--- config.mk ---
export PLATFORM = sky130hd
export DESIGN_NAME = ps2_terminal_top
export DESIGN_NICKNAME = d
export VERILOG_FILES = /design/src/rtl/ps2_terminal_top.sv
export SDC_FILE = /design/constraint.sdc
export NUM_CORES = 1
export LEC_CHECK = 0
export CORE_ASPECT_RATIO = 0.8
export CORE_UTILIZATION = 55
export DETAILED_ROUTE_END_ITERATION = 7
export PLACE_DENSITY = 0.81
export SLEW_MARGIN = 40
export SYNTH_ARGS = -nofsm -noshare
export SYNTH_HDL_FRONTEND = slang
export SYNTH_SLANG_ARGS = --single-unit
--- constraint.sdc ---
create_clock -name sys_clk -period 2.5 [get_ports sys_clk]
set_clock_uncertainty 0.15 [all_clocks]
set_input_delay 0.75 -clock sys_clk [delete_from_list [all_inputs] [get_ports sys_clk]]
set_output_delay 0.75 -clock sys_clk [all_outputs]
set_load 0.005 [all_outputs]
--- src/rtl/ps2_terminal_top.sv ---
// rtl/ps2_terminal_top.sv - PS/2 keyboard password terminal
// Oversampled PS/2 receiver, make-code filter and password progress checker.
module ps2_terminal_top #(
   parameter int                    PASS_W      = 4,
   parameter logic [PASS_W*8-1:0]   PASS_CODES  = {8'h2D, 8'h24, 8'h3C, 8'h2C},
   parameter int                    TIMEOUT_CYC = 2000
) (
   input  logic              sys_clk,
   input  logic              rst_n,
   input  logic              keyboard_clk,
   input  logic              data,
   output logic [PASS_W-1:0] leds
);

   localparam int PW = $clog2(PASS_W + 1);
   localparam int TW = $clog2(TIMEOUT_CYC + 1);

   typedef enum logic [1:0] {S_IDLE, S_DATA, S_PARITY, S_STOP} rx_state_t;

   logic              kclk_s1_q, kclk_s2_q, kclk_prev_q;
   logic              data_s1_q, data_s2_q;
   rx_state_t         state_q, state_d;
   logic [2:0]        cnt_q, cnt_d;
   logic [7:0]        shift_q, shift_d;
   logic              par_q, par_d;
   logic [TW-1:0]     timer_q, timer_d;
   logic              byte_valid_q, byte_valid_d;
   logic [7:0]        byte_q, byte_d;
   logic              brk_q, brk_d;
   logic              key_valid_q, key_valid_d;
   logic [7:0]        key_q, key_d;
   logic [PW-1:0]     p_q, p_d;
   logic [PASS_W-1:0] leds_q, leds_d;
   logic              fall;
   logic [7:0]        exp_code;

   assign fall = kclk_prev_q & ~kclk_s2_q;
   assign leds = leds_q;

   always_ff @(posedge sys_clk or negedge rst_n) begin
      if (!rst_n) begin
         kclk_s1_q    <= 1'b0;
         kclk_s2_q    <= 1'b0;
         kclk_prev_q  <= 1'b0;
         data_s1_q    <= 1'b0;
         data_s2_q    <= 1'b0;
         state_q      <= S_IDLE;
         cnt_q        <= '0;
         shift_q      <= '0;
         par_q        <= 1'b0;
         timer_q      <= '0;
         byte_valid_q <= 1'b0;
         byte_q       <= '0;
         brk_q        <= 1'b0;
         key_valid_q  <= 1'b0;
         key_q        <= '0;
         p_q          <= '0;
         leds_q       <= '0;
      end else begin
         kclk_s1_q    <= keyboard_clk;
         kclk_s2_q    <= kclk_s1_q;
         kclk_prev_q  <= kclk_s2_q;
         data_s1_q    <= data;
         data_s2_q    <= data_s1_q;
         state_q      <= state_d;
         cnt_q        <= cnt_d;
         shift_q      <= shift_d;
         par_q        <= par_d;
         timer_q      <= timer_d;
         byte_valid_q <= byte_valid_d;
         byte_q       <= byte_d;
         brk_q        <= brk_d;
         key_valid_q  <= key_valid_d;
         key_q        <= key_d;
         p_q          <= p_d;
         leds_q       <= leds_d;
      end
   end

   // Frame receiver; the timeout only applies while a frame is in progress.
   always_comb begin
      state_d      = state_q;
      cnt_d        = cnt_q;
      shift_d      = shift_q;
      par_d        = par_q;
      timer_d      = timer_q;
      byte_valid_d = 1'b0;
      byte_d       = byte_q;
      if (state_q != S_IDLE) begin
         if (fall) begin
            timer_d = '0;
         end else if (timer_q == TW'(TIMEOUT_CYC - 1)) begin
            timer_d = '0;
            state_d = S_IDLE;
         end else begin
            timer_d = timer_q + TW'(1);
         end
      end
      case (state_q)
         S_IDLE: begin
            if (fall && !data_s2_q) begin
               state_d = S_DATA;
               cnt_d   = '0;
               timer_d = '0;
            end
         end
         S_DATA: begin
            if (fall) begin
               shift_d = {data_s2_q, shift_q[7:1]};
               cnt_d   = cnt_q + 3'd1;
               if (cnt_q == 3'd7) state_d = S_PARITY;
            end
         end
         S_PARITY: begin
            if (fall) begin
               par_d   = data_s2_q;
               state_d = S_STOP;
            end
         end
         S_STOP: begin
            if (fall) begin
               byte_valid_d = data_s2_q & (^{shift_q, par_q});
               byte_d       = shift_q;
               state_d      = S_IDLE;
            end
         end
         default: state_d = S_IDLE;
      endcase
   end

   // Make-code filter: drop E0 prefixes and the code following each F0.
   always_comb begin
      brk_d       = brk_q;
      key_valid_d = 1'b0;
      key_d       = key_q;
      if (byte_valid_q) begin
         if (byte_q == 8'hE0) begin
            brk_d = brk_q;
         end else if (byte_q == 8'hF0) begin
            brk_d = 1'b1;
         end else if (brk_q) begin
            brk_d = 1'b0;
         end else begin
            key_valid_d = 1'b1;
            key_d       = byte_q;
         end
      end
   end

   // Password progress; leds is registered from the next progress value.
   always_comb begin
      exp_code = 8'h00;
      for (int i = 0; i < PASS_W; i++) begin
         if (int'(p_q) == i) exp_code = PASS_CODES[i*8 +: 8];
      end
      p_d = p_q;
      if (key_valid_q && int'(p_q) < PASS_W) begin
         if (key_q == exp_code) p_d = p_q + PW'(1);
         else if (key_q == PASS_CODES[7:0]) p_d = PW'(1);
         else p_d = '0;
      end
      leds_d = '0;
      for (int i = 0; i < PASS_W; i++) begin
         leds_d[i] = (i < int'(p_d));
      end
   end

endmodule

# [Word-level counts from Yosys, hierarchy flattened]
# Index checks and enable logic that the tools add are counted.
[word_totals] word_cells=90 regBits=56
[classes] magnitude_cmp=5 muxes=31 n_eq_ne=14 add_sub_neg=3 bitwise=6 reduce_logical=14
[op_table] op="$mux W11" count=5
[op_table] op="$eq A8 B8 Y1 const B" count=2
[op_table] op="$mux W2" count=8
[op_table] op="$mux W8" count=2
[op_table] op="$mux W3" count=4
[op_table] op="$mux W6" count=2
[op_table] op="$add A11 B1 Y11 const B" count=1
[op_table] op="$eq A11 B11 Y1 const B" count=1
[op_table] op="$eq A3 B3 Y1 const B" count=3
[op_table] op="$reduce_xor A9 Y1" count=1
[op_table] op="$eq A8 B6 Y1 const B" count=1
[op_table] op="$eq A8 B8 Y1" count=1
[op_table] op="$mux W1" count=8
[op_table] op="$pmux W2 S4" count=1
[op_table] op="$reduce_and A2 Y1" count=4
[op_table] op="$add A3 B1 Y3 const B" count=2
[op_table] op="$lt A1 B3 Y1 const A" count=2
[op_table] op="$lt A2 B3 Y1 const A" count=2
[op_table] op="$pmux W3 S2" count=1
[op_table] op="$eq A2 B2 Y1 const B" count=2
[op_table] op="$ne A2 B2 Y1 const B" count=2
[op_table] op="$not A1 Y1" count=4
[op_table] op="$reduce_and A4 Y1" count=1
[op_table] op="$reduce_bool A2 Y1" count=2
[op_table] op="other kinds (9)" count=11

# [Logic depth before layout (Yosys ltp)]
[depth] depth_word=9 depth_mapped=8 depth_no_buf=7

# [Worst setup path after synthesis]
# Ideal clock, no wire load.
[synth_timing] kind="register -> register" start="register p_q[0]" end="register leds_q[1], in the netlist leds[1]" setup_time_ns=0.126 n_path_buf=0 t_arrival_ns=1.782 slack_ns=0.442 path_stages_with_launch=8 period_less_slack_ns=2.058 path_cell_list="dfrtp_1 -> ha_1 -> ha_1 -> nor4b_4 -> xnor2_1 -> o2111a_2 -> and3_4 -> a311o_1"
[synth_via] elab_chain_cells=9 elab_cells_between_ends=15
[synth_lines] element="start, declared" line="32" text="logic [PW-1:0] p_q, p_d;"
[synth_lines] element="start signal, assigned" line="75" text="p_q <= p_d;"
[synth_lines] element="$logic_not A3 Y1" line="154" text="if (int'(p_q) == i) exp_code = PASS_CODES[i*8 +: 8];"
[synth_lines] element="$mux W6 (2 in a row)" line="154"
[synth_lines] element="$mux W8 (2 in a row)" line="154"
[synth_lines] element="$eq A8 B8 Y1" line="158" text="if (key_q == exp_code) p_d = p_q + PW'(1);"
[synth_lines] element="$mux W3" line="158"
[synth_lines] element="$mux W3 (*)" line="157" text="if (key_valid_q && int'(p_q) < PASS_W) begin"
[synth_lines] element="$lt A1 B3 Y1 (*)" line="164" text="leds_d[i] = (i < int'(p_d));"
[synth_lines] element="named net leds_d[1]" line="33" text="logic [PASS_W-1:0] leds_q, leds_d;"
[synth_lines] element="end signal, assigned" line="76" text="leds_q <= leds_d;"
[synth_lines] element="end, declared" line="33"
# The timed path passes the listed nets; every way through them passes the cells marked *.
# A chain may end at the register's enable or synchronous reset.

# [Final worst setup path]
[layout_timing] start="register leds_q[3], in the netlist leds[3]" end="output port leds[3]"
[layout_lines] element="end, declared" line="12" text="output logic [PASS_W-1:0] leds"
# No word-level cell between the ends.

==> flow_metrics.env <==
export IMPL_synthArstFlopShare=1.000
export IMPL_ys_seq_area_frac=0.5253
export IMPL_cp_depth=1
export IMPL_peakVddDrop_v=0.0005523
export IMPL_hp_class="register to register"
export IMPL_drv_cap=0
export IMPL_post_cts_buffers=0
export IMPL_cp_top_family="buffers and inverters"
export IMPL_seqCellArea_um2=1376
export IMPL_synth_fp_nets=245
export IMPL_drc=0
export IMPL_netlist_top_cells_area="dfrtp_1 (53%), mux2_2 (10%), o21ai_0 (4.0%), ha_1 (3.8%), xnor2_1 (3.3%)"
export IMPL_path_clk_slew_ns=0.10
export IMPL_worstPathCellList="clkdlybuf4s50_1"
export IMPL_worst_ep_required_time_ns=1.60
export IMPL_drt_iter0_drc=121
export IMPL_synth_edf_count=0
export IMPL_startpoint_type="register"
export IMPL_fmax_mhz=432.4
export IMPL_hold_worst_slack_ns=0.2069
export IMPL_p_leak_nw=1.273
export IMPL_place_gp_congestion=0.8128
export IMPL_cts_made_buffers=5
export IMPL_dpl_cell_area_um2=2745
export IMPL_grt_util_met3=0.04000
export IMPL_yosysWarnings=0
export IMPL_dr_total_vias=1745
export IMPL_slew_violations=0
export IMPL_r2r_end="leds[0]"
export IMPL_wirelength_mm=4.377
export IMPL_path_buf_inv=1
export IMPL_end_kind="output pin"
export IMPL_postRouteAntennaNets=0
export IMPL_cts_buffer_depth=2
export IMPL_fp_row_count=22
export IMPL_synthTopCellsByCount="dfrtp_1 (55), mux2_2 (24), o21ai_0 (21), nand2_1 (16), nor2_1 (14)"
export IMPL_arrival_ns=1.41
export IMPL_cts_resized=0
export IMPL_overflow=0
export IMPL_grt_max_degree=56
export IMPL_reg2reg_from="p_q[0]"
export IMPL_use_met1=0.2904
export IMPL_setup_viol=0
export IMPL_rsz0062_at_grt="no"
export IMPL_yosysTopAreaCell="dfrtp_1"
export IMPL_portBuffers=7
export IMPL_ios=8
export IMPL_synth_most_common_cell="dfrtp_1"
export IMPL_reg2regPathDepth=7
export IMPL_dr_pass1_iters=4
export IMPL_fillCellCount=383
export IMPL_fin_ws_ns=0.1873
export IMPL_top_usage_layer="met2"
export IMPL_clk_latency_ns=0.30
export IMPL_fin_area_um2=2860
export IMPL_cts_tree="done"
export IMPL_fin_crit_ns=2.313
export IMPL_multi_input_area_um2=1171
export IMPL_drive_above_1_share=0.1728
export IMPL_finalHoldViolCount=0
export IMPL_final_core_util=0.6260
export IMPL_dieArea_um2=5045
export IMPL_core_area_um2=4569
export IMPL_postSynthAreaPerCell_um2=11.24
export IMPL_relSlewSlack=0.5549
export IMPL_use_met2=0.3006
export IMPL_power_density_nw_per_um2=716.0
export IMPL_ys_ff_latch=55
export IMPL_r2r_setup_slack_ns=0.27
export IMPL_place_worst_setup_slack_ns=0.2954
export IMPL_hpwl_mm=3.115
export IMPL_synth_cell_types=43
export IMPL_wl_per_cell_um=14.45
export IMPL_die_y_um=63.73
export IMPL_crit_start="leds[3]"
export IMPL_area_growth_pct=9.169
export IMPL_die_w_um=79.17
export IMPL_outcome="finished clean"
export IMPL_slowest_stage="clkdlybuf4s50_1"
export IMPL_grt_pass1_wl_mm=7.762
export IMPL_slowest_delay_ns=0.56
export IMPL_synth_cells=233
export IMPL_grt_pass1_vias=1667
export IMPL_synth_main_ff_cell="dfrtp_1"
export IMPL_fin_crit_sh=0.9251
export IMPL_root_buffer="clkbuf_8"
export IMPL_route_detailed_vias_per_inst=5.759
export IMPL_start_util=0.5734
export IMPL_diodes=0
export IMPL_antenna_found_initial=0
export IMPL_setup_tns_final_ns=0
export IMPL_nets=254
export IMPL_cts_sink_count=55
export IMPL_netlist_area_um2=2620
export IMPL_path_class="register to output pin"
export IMPL_grt_util_all_layers=0.1986
export IMPL_crit_end="leds[3]"
export IMPL_cts_hold_buffers=0
export IMPL_critPathMaxFanout=9
export IMPL_h_tree_depth=2
export IMPL_min_from="kclk_s1_q"
export IMPL_synth_top_area_frac=0.5253
export IMPL_max_slew_worst_pin_slew_ns=0.6662
worst min path at each step:
stage | slack, ns | cells after the start | to
global placement | 0.18 | 0 | kclk_s2_q
floorplan | 0.18 | 0 | data_s2_q
finish | 0.21 | 0 | kclk_s2_q
CTS | 0.21 | 0 | kclk_s2_q
detailed placement | 0.19 | 0 | kclk_s2_q
global route | 0.22 | 0 | kclk_s2_q
power by group:
part / total [W] / switching, W / internal [W] / leakage (nW)
Sequential: 0.00108 / 0.000100 / 0.000979 / 0.743
Combinational: 0.000380 / 0.000172 / 0.000207 / 0.475
Clock: 0.000589 / 0.000287 / 0.000302 / 0.0548
Total: 0.00205 / 0.000560 / 0.00149 / 1.27
flip-flops by register name, indices dropped and copies added, names as in the netlist, 2 cells and up:
| register | count |
|---|---|
| byte_q | 8 |
| cnt_q | 3 |
| key_q | 8 |
| leds | 4 |
| p_q | 2 |
| shift_q | 8 |
| state_q | 2 |
| timer_q | 11 |
final cells by class:
type                    count  share of cell area
inverters                  10             0.01312
multi-input cells         162              0.4094
flip-flops and latches     55              0.4812
well taps                  60             0.02625
clock buffers               5             0.02406
clock inverters             3             0.01619
repair buffers              8             0.02975
placed cells by master, fill, tap and decap left out, types with 2 or more instances in the layout:
cell and instances:
nand2b_1 2, nor2_1 14, nand4_1 3, nand3_1 11
dfrtp_1 55, o31ai_1 4, mux2i_1 3, mux2_2 24
inv_1 10, ha_1 8, or2_2 2, or3_1 2
a22o_1 3, o21ai_1 2, o21ai_0 21, nand2_1 16
a41oi_1 2, a21oi_1 6, and3_1 2, clkbuf_8 5
nor3_1 7, xnor2_1 10, and2_1 2, xor2_1 2
clkdlybuf4s50_1 6
metal layers:
metal  wire length (um)  share of wire  vias up
met5                  0              0        -
met4                 36         0.0082        0
met3                138          0.032        4
met2               1987           0.45       30
met1               2215           0.51      852
li1                   -              -      859
through the flow:
step | power [W] | instances
final | 0.002048 | 303
after global routing | 0.002164 | 303
after CTS | 0.002069 | 303
after detailed placement | 0.001477 | 295
after global placement | 0.001456 | 295
after floorplan | 0.001378 | 233
cell families (layout without fill, tap and decap cells):
logic type / Yosys count / in the layout / synth area share
flops: 55 / 55 / 0.5253
simple gates: 69 / 69 / 0.1414
buf+inv: 16 / 26 / 0.02770
compound gates: 46 / 46 / 0.1127
xor+xnor: 12 / 12 / 0.04011
mux: 27 / 27 / 0.1146
fa+ha+maj: 8 / 8 / 0.03821
(Power assumes the default switching activity.)
